### config.mk
export PLATFORM = sky130hd
export DESIGN_NAME = ro_enc_debounce
export DESIGN_NICKNAME = d
export VERILOG_FILES = /design/src/rtl/ro_enc_debounce_pkg.sv /design/src/rtl/ro_enc_debounce_ch.sv /design/src/rtl/ro_enc_debounce.sv
export SDC_FILE = /design/constraint.sdc
export NUM_CORES = 1
export LEC_CHECK = 0
export ABC_AREA = 1
export ABC_CLOCK_PERIOD_IN_PS = 2500
export CAP_MARGIN = 0
export CORE_MARGIN = 2
export CORE_UTILIZATION = 35
export DETAILED_ROUTE_END_ITERATION = 12
export PLACE_DENSITY = 0.47
export SYNTH_ARGS = -nofsm -noshare
export SYNTH_HDL_FRONTEND = slang
export SYNTH_SLANG_ARGS = --single-unit
### constraint.sdc
create_clock -name i_clk -period 2.5 [get_ports i_clk]
set_clock_uncertainty 0.1 [all_clocks]
set_input_delay 0.75 -clock i_clk [delete_from_list [all_inputs] [get_ports i_clk]]
set_output_delay 0.75 -clock i_clk [all_outputs]
set_load 0.02 [all_outputs]
### src/rtl/ro_enc_debounce_pkg.sv
// Shared constants and types for the rotary-encoder / push-switch input conditioner.
// Front-panel clock, default debounce length and the A/B settle FSM encoding live here.
package ro_enc_debounce_pkg;

   localparam int unsigned MPS_CLK_HZ           = 100_000_000;
   localparam int unsigned MPS_DEBOUNCE_DEFAULT = 50_000;

   typedef enum logic {
      ST_INIT = 1'b0,
      ST_RUN  = 1'b1
   } enc_state_e;

   // Per-channel status handed from a filter channel to the top.
   typedef struct packed {
      logic s;        // last synchroniser stage
      logic f;        // debounced level
      logic acc;      // filter accepts s into f on this cycle
      logic settled;  // s has held its value for DEBOUNCE_CYCLES cycles
   } ch_stat_t;

endpackage

### src/rtl/ro_enc_debounce_ch.sv
// One conditioned input: synchroniser chain, no-partial-credit debounce filter,
// accept strobe and a start-up stability detector.
module ro_enc_debounce_ch
   import ro_enc_debounce_pkg::*;
#(
   parameter int unsigned SYNC_STAGES     = 2,
   parameter int unsigned DEBOUNCE_CYCLES = MPS_DEBOUNCE_DEFAULT,
   parameter int unsigned CNT_W           = 16
) (
   input  logic     i_clk,
   input  logic     i_rst,
   input  logic     i_raw,
   input  logic     i_load,
   output ch_stat_t o_stat
);

   localparam logic [CNT_W-1:0] CNT_LAST = CNT_W'(DEBOUNCE_CYCLES - 1);

   logic [SYNC_STAGES-1:0] sync_q, sync_d;
   logic                   f_q, f_d;
   logic [CNT_W-1:0]       cnt_q, cnt_d;
   logic [CNT_W-1:0]       stab_q, stab_d;
   logic                   s, s_nxt, acc, settled;

   assign s       = sync_q[SYNC_STAGES-1];
   assign s_nxt   = sync_q[SYNC_STAGES-2];
   assign acc     = (s != f_q) && (cnt_q == CNT_LAST);
   assign settled = (s_nxt == s) && (stab_q == CNT_LAST);

   always_comb begin
      sync_d = {sync_q[SYNC_STAGES-2:0], i_raw};
      f_d    = f_q;
      cnt_d  = cnt_q;
      if (i_load) begin
         f_d   = s;
         cnt_d = '0;
      end else if (s == f_q) begin
         cnt_d = '0;
      end else if (acc) begin
         f_d   = s;
         cnt_d = '0;
      end else begin
         cnt_d = cnt_q + 1'b1;
      end
   end

   // Stability looks one stage ahead so it completes on the same cycle a filter would accept.
   always_comb begin
      stab_d = stab_q;
      if (s_nxt != s) begin
         stab_d = '0;
      end else if (stab_q != CNT_LAST) begin
         stab_d = stab_q + 1'b1;
      end
   end

   always_ff @(posedge i_clk) begin
      if (!i_rst) begin
         sync_q <= '0;
         f_q    <= 1'b0;
         cnt_q  <= '0;
         stab_q <= '0;
      end else begin
         sync_q <= sync_d;
         f_q    <= f_d;
         cnt_q  <= cnt_d;
         stab_q <= stab_d;
      end
   end

   assign o_stat = '{s: s, f: f_q, acc: acc, settled: settled};

endmodule

### src/rtl/ro_enc_debounce.sv
// Front-panel conditioner ahead of the rotary decoder: three debounce channels,
// the A/B settle FSM, the illegal double-change detector and the push rising-edge pulse.
module ro_enc_debounce
   import ro_enc_debounce_pkg::*;
#(
   parameter int unsigned SYNC_STAGES     = 2,
   parameter int unsigned DEBOUNCE_CYCLES = MPS_DEBOUNCE_DEFAULT,
   parameter int unsigned CNT_W           = 16
) (
   input  logic i_clk,
   input  logic i_rst,
   input  logic i_ro_enc_raw_a,
   input  logic i_ro_enc_raw_b,
   input  logic i_sw_push_raw,
   output logic o_ro_enc_state_a,
   output logic o_ro_enc_state_b,
   output logic o_ro_enc_valid,
   output logic o_sw_push,
   output logic o_sw_push_rise,
   output logic o_ab_illegal
);

   ch_stat_t   st_a, st_b, st_p;
   enc_state_e state_q, state_d;
   logic       load_ab;
   logic       out_a_q, out_a_d;
   logic       out_b_q, out_b_d;
   logic       valid_q, valid_d;
   logic       ill_q, ill_d;
   logic       push_prev_q;
   logic       rise_q, rise_d;
   logic       unused_push;

   ro_enc_debounce_ch #(
      .SYNC_STAGES    (SYNC_STAGES),
      .DEBOUNCE_CYCLES(DEBOUNCE_CYCLES),
      .CNT_W          (CNT_W)
   ) u_ch_a (
      .i_clk (i_clk),
      .i_rst (i_rst),
      .i_raw (i_ro_enc_raw_a),
      .i_load(load_ab),
      .o_stat(st_a)
   );

   ro_enc_debounce_ch #(
      .SYNC_STAGES    (SYNC_STAGES),
      .DEBOUNCE_CYCLES(DEBOUNCE_CYCLES),
      .CNT_W          (CNT_W)
   ) u_ch_b (
      .i_clk (i_clk),
      .i_rst (i_rst),
      .i_raw (i_ro_enc_raw_b),
      .i_load(load_ab),
      .o_stat(st_b)
   );

   ro_enc_debounce_ch #(
      .SYNC_STAGES    (SYNC_STAGES),
      .DEBOUNCE_CYCLES(DEBOUNCE_CYCLES),
      .CNT_W          (CNT_W)
   ) u_ch_push (
      .i_clk (i_clk),
      .i_rst (i_rst),
      .i_raw (i_sw_push_raw),
      .i_load(1'b0),
      .o_stat(st_p)
   );

   // The push path only needs the debounced level.
   assign unused_push = ^{st_p.s, st_p.acc, st_p.settled};

   // A/B outputs load on the same edge the filters update, so they add no extra latency.
   always_comb begin
      state_d = state_q;
      load_ab = 1'b0;
      out_a_d = out_a_q;
      out_b_d = out_b_q;
      valid_d = valid_q;
      ill_d   = 1'b0;
      case (state_q)
         ST_INIT: begin
            if (st_a.settled && st_b.settled) begin
               load_ab = 1'b1;
               out_a_d = st_a.s;
               out_b_d = st_b.s;
               valid_d = 1'b1;
               state_d = ST_RUN;
            end
         end
         ST_RUN: begin
            if (st_a.acc) out_a_d = st_a.s;
            if (st_b.acc) out_b_d = st_b.s;
            ill_d = st_a.acc && st_b.acc;
         end
         default: state_d = ST_INIT;
      endcase
   end

   assign rise_d = st_p.f & ~push_prev_q;

   always_ff @(posedge i_clk) begin
      if (!i_rst) begin
         state_q     <= ST_INIT;
         out_a_q     <= 1'b0;
         out_b_q     <= 1'b0;
         valid_q     <= 1'b0;
         ill_q       <= 1'b0;
         push_prev_q <= 1'b0;
         rise_q      <= 1'b0;
      end else begin
         state_q     <= state_d;
         out_a_q     <= out_a_d;
         out_b_q     <= out_b_d;
         valid_q     <= valid_d;
         ill_q       <= ill_d;
         push_prev_q <= st_p.f;
         rise_q      <= rise_d;
      end
   end

   assign o_ro_enc_state_a = out_a_q;
   assign o_ro_enc_state_b = out_b_q;
   assign o_ro_enc_valid   = valid_q;
   assign o_ab_illegal     = ill_q;
   assign o_sw_push        = st_p.f;
   assign o_sw_push_rise   = rise_q;

endmodule

==> run metrics <==
vias post-DR=3563; postcts setup bufs=0; Hold-fix buffers, CTS=0; worst IR drop on VDD=~0.31 mV; Placed Area=roughly 4800 sq um; commonest cells after routing, fill and taps aside=sky130_fd_sc_hd__nand2_1 (115), sky130_fd_sc_hd__nor2_1 (96), sky130_fd_sc_hd__dfxtp_1 (96); CTS sink cnt=96; Finish-stage setup viols=0; largest net degree at the start of global routing=18; Clk pin slew, worst setup/hold paths=0.07 ns; detailed-route vias per instance=4.415; Comb power frac=0.022; part of the power in registers=0.480; number of diodes=0; number of register bits inferred by synthesis=96; floorplan row count=41; fraction of layout cells with a size suffix above 1=0.08661; sequential share of the synthesized area=0.4286; Starting DRT DRC Count=123; master cell of the clock root buffer=sky130_fd_sc_hd__clkbuf_16; clock tree from TritonCTS=done; DR WL met3=164 um; slowest CP cell=sky130_fd_sc_hd__clkdlybuf4s50_1; netlist area before placement=4484 sq um; Synthesized Nets=~620; die span in x=around 120 um; global router's overall resource usage=0.1332; Net Switching=0.6753 mW; Least-Margin Pin Slew=between 0.4 and 0.5 ns; final hold violation count=0; detailed-routing iteration count for the pre-antenna-repair pass=4; share of power burned in the clock network=0.498; DRC errors left=0; Worst EP arrival=1.38 ns; Internal Pwr Total=2.555 mW; crit-path cells=clkdlybuf4s50_1; Power Dens Cells=631.9 nW/um^2; number of antenna violations at the first check in global routing=0; Post-CTS Resized=0; number of input and output port buffers inserted=10; Yosys warning count=0; detail-routed net length per standard cell=10.15 um; cell area after layout=around 5000 sq um; Top Ports=11; sum of buffers and inverters on the critical path=1; count of antenna-violating nets left after detailed routing=0; DIE AREA=between 10000 and 15000 sq um; number of H-tree branching levels=3; RD Place Congestion=0.7320; Area Overhead vs Synth=13.98%; post-layout minimum cycle time=2.227 ns; RSZ-0062 raised after global routing=false; status=finished, final reports clean; Slew HR=0.7138; number of global-route vias before repair=3334; dominant delay contributor by cell family on the critical path=buffers and inverters; max cap viols=0; number of buffers inserted during clock tree synthesis=9; post-synth cell types=36; CP required=around 1.7 ns; share of the clock period used by the worst path after layout=0.8909; average instance area after synthesis=7.315 sq um; worst-case clock buffer depth=2; CP max stage delay=0.63 ns; post-synthesis cell count=a little over 600; Core Footprint=about 13000 sq um; Final Net Count=640; hold slack final=0.3054 ns; Switching Share=0.2091; routed wl met2=3515 um; sort of element at the start of the critical path=flip-flop; Starting Density=0.3568; wire length of the first global-routing pass=14500 um; Post-DP HPWL=between 5000 and 6000 um; leakage power figure=about 1.8 nW; Clk Latency, worst-skew pair=0.35 ns; worst setup path class=flip-flop to primary output; commonest non-fill, non-tap cell in the layout=sky130_fd_sc_hd__nand2_1; number of pins with negative max-slew slack in the final report=0; height of the die=117.2 um; met1 wire length=4416 um; Setup TNS=0 ns; aggregate routed wire length=~8200 um; Highest Clock Rate=449.0 MHz; top layer reached by signal wires=met4; Remaining Overflow, GRT=0; largest fanout of any net on the critical path=4; class of the tightest hold or removal check=flip-flop to flip-flop; Crit. End Element=primary output
[path summary, 6_finish.rpt]
path                      startpoint             endpoint  slack (ns)  cells after the start
setup / recovery       u_ch_push.f_q            o_sw_push        0.27                      1
setup reg to reg  u_ch_push.cnt_q[0]  u_ch_push.cnt_q[13]        0.67                      8
hold / removal           push_prev_q       o_sw_push_rise        0.31                      1
hold reg to reg          push_prev_q       o_sw_push_rise        0.31                      1
[registers in the layout, summed over array words and instances (netlist names)]
signal,cells
o_ro_enc_state_b,1
push_prev_q,1
u_ch_push.f_q,1
o_ro_enc_valid,1
u_ch_b.f_q,1
u_ch_a.cnt_q,16
u_ch_a.stab_q,16
u_ch_push.sync_q,2
o_ro_enc_state_a,1
u_ch_b.sync_q,2
u_ch_push.cnt_q,16
u_ch_b.cnt_q,16
u_ch_a.f_q,1
state_q,1
o_ab_illegal,1
u_ch_a.sync_q,2
u_ch_b.stab_q,16
o_sw_push_rise,1
[cell families (layout without fill, tap and decap cells)]
group / count (synthesis) / in the layout / share of synthesized area
AO/OA/AOI/OAI: 57 / 57 / 0.06473
adder cells (fa/ha/maj): 5 / 5 / 0.01395
flip-flops: 96 / 96 / 0.4286
buffers and inverters: 97 / 119 / 0.08789
XOR/XNOR: 33 / 33 / 0.06445
AND/OR/NAND/NOR: 325 / 325 / 0.3404
[cells in the mapped netlist, drive strengths merged]
cell type / instances / area share
o21ai: 15 / 0.017
nand3b: 1 / 0.0017
ha: 5 / 0.014
nor3: 17 / 0.020
nor2: 114 / 0.11
or2: 11 / 0.015
or3: 2 / 0.0028
nor4: 3 / 0.0042
a211oi: 1 / 0.0017
xor2: 24 / 0.047
buf: 5 / 0.011
xnor2: 9 / 0.018
inv: 91 / 0.076
nor3b: 4 / 0.0092
nand3: 36 / 0.048
dfxtp: 96 / 0.43
clkbuf: 1 / 0.00084
a21oi: 40 / 0.045
o21a: 1 / 0.0017
nand2: 118 / 0.10
nand4: 19 / 0.030
[area by class of cell]
type / count / area [sq um]
flip-flops and latches: 96 / 1922
repair buffers: 12 / 115.1
inverters: 91 / 341.6
clock buffers: 9 / 225.2
multi-input cells: 420 / 2168
fillers: 1332 / 7457
well taps: 172 / 215.2
clock inverters: 7 / 123.9
[through the flow]
step,utilization,power (mW),cells,setup WS [ns]
2_1_floorplan,-,1.638,613,0.8688
3_3_place_gp,0.3789,1.658,791,0.2340
3_5_place_dp,0.3789,1.659,791,0.2029
4_1_cts,0.4067,3.286,807,0.2354
5_1_grt,0.4067,3.356,807,0.2101
6_report,0.4067,3.230,807,0.2729
[routing by layer]
metal,track usage,up-vias
li1,-,1972
met1,0.1784,1572
met2,0.2000,13
met3,0.03605,6
met4,0.06118,0
met5,0,-
[power by group through the flow]
stage / Combinational, mW / Sequential [mW] / Clock [mW]
finish: 0.0701 / 1.55 / 1.61
global route: 0.0814 / 1.55 / 1.72
floorplan: 0.0530 / 1.58 / 0
CTS: 0.0722 / 1.55 / 1.66
global placement: 0.0714 / 1.59 / 0
detailed placement: 0.0718 / 1.59 / 0
No activity file was read; power rests on OpenSTA's default activity.
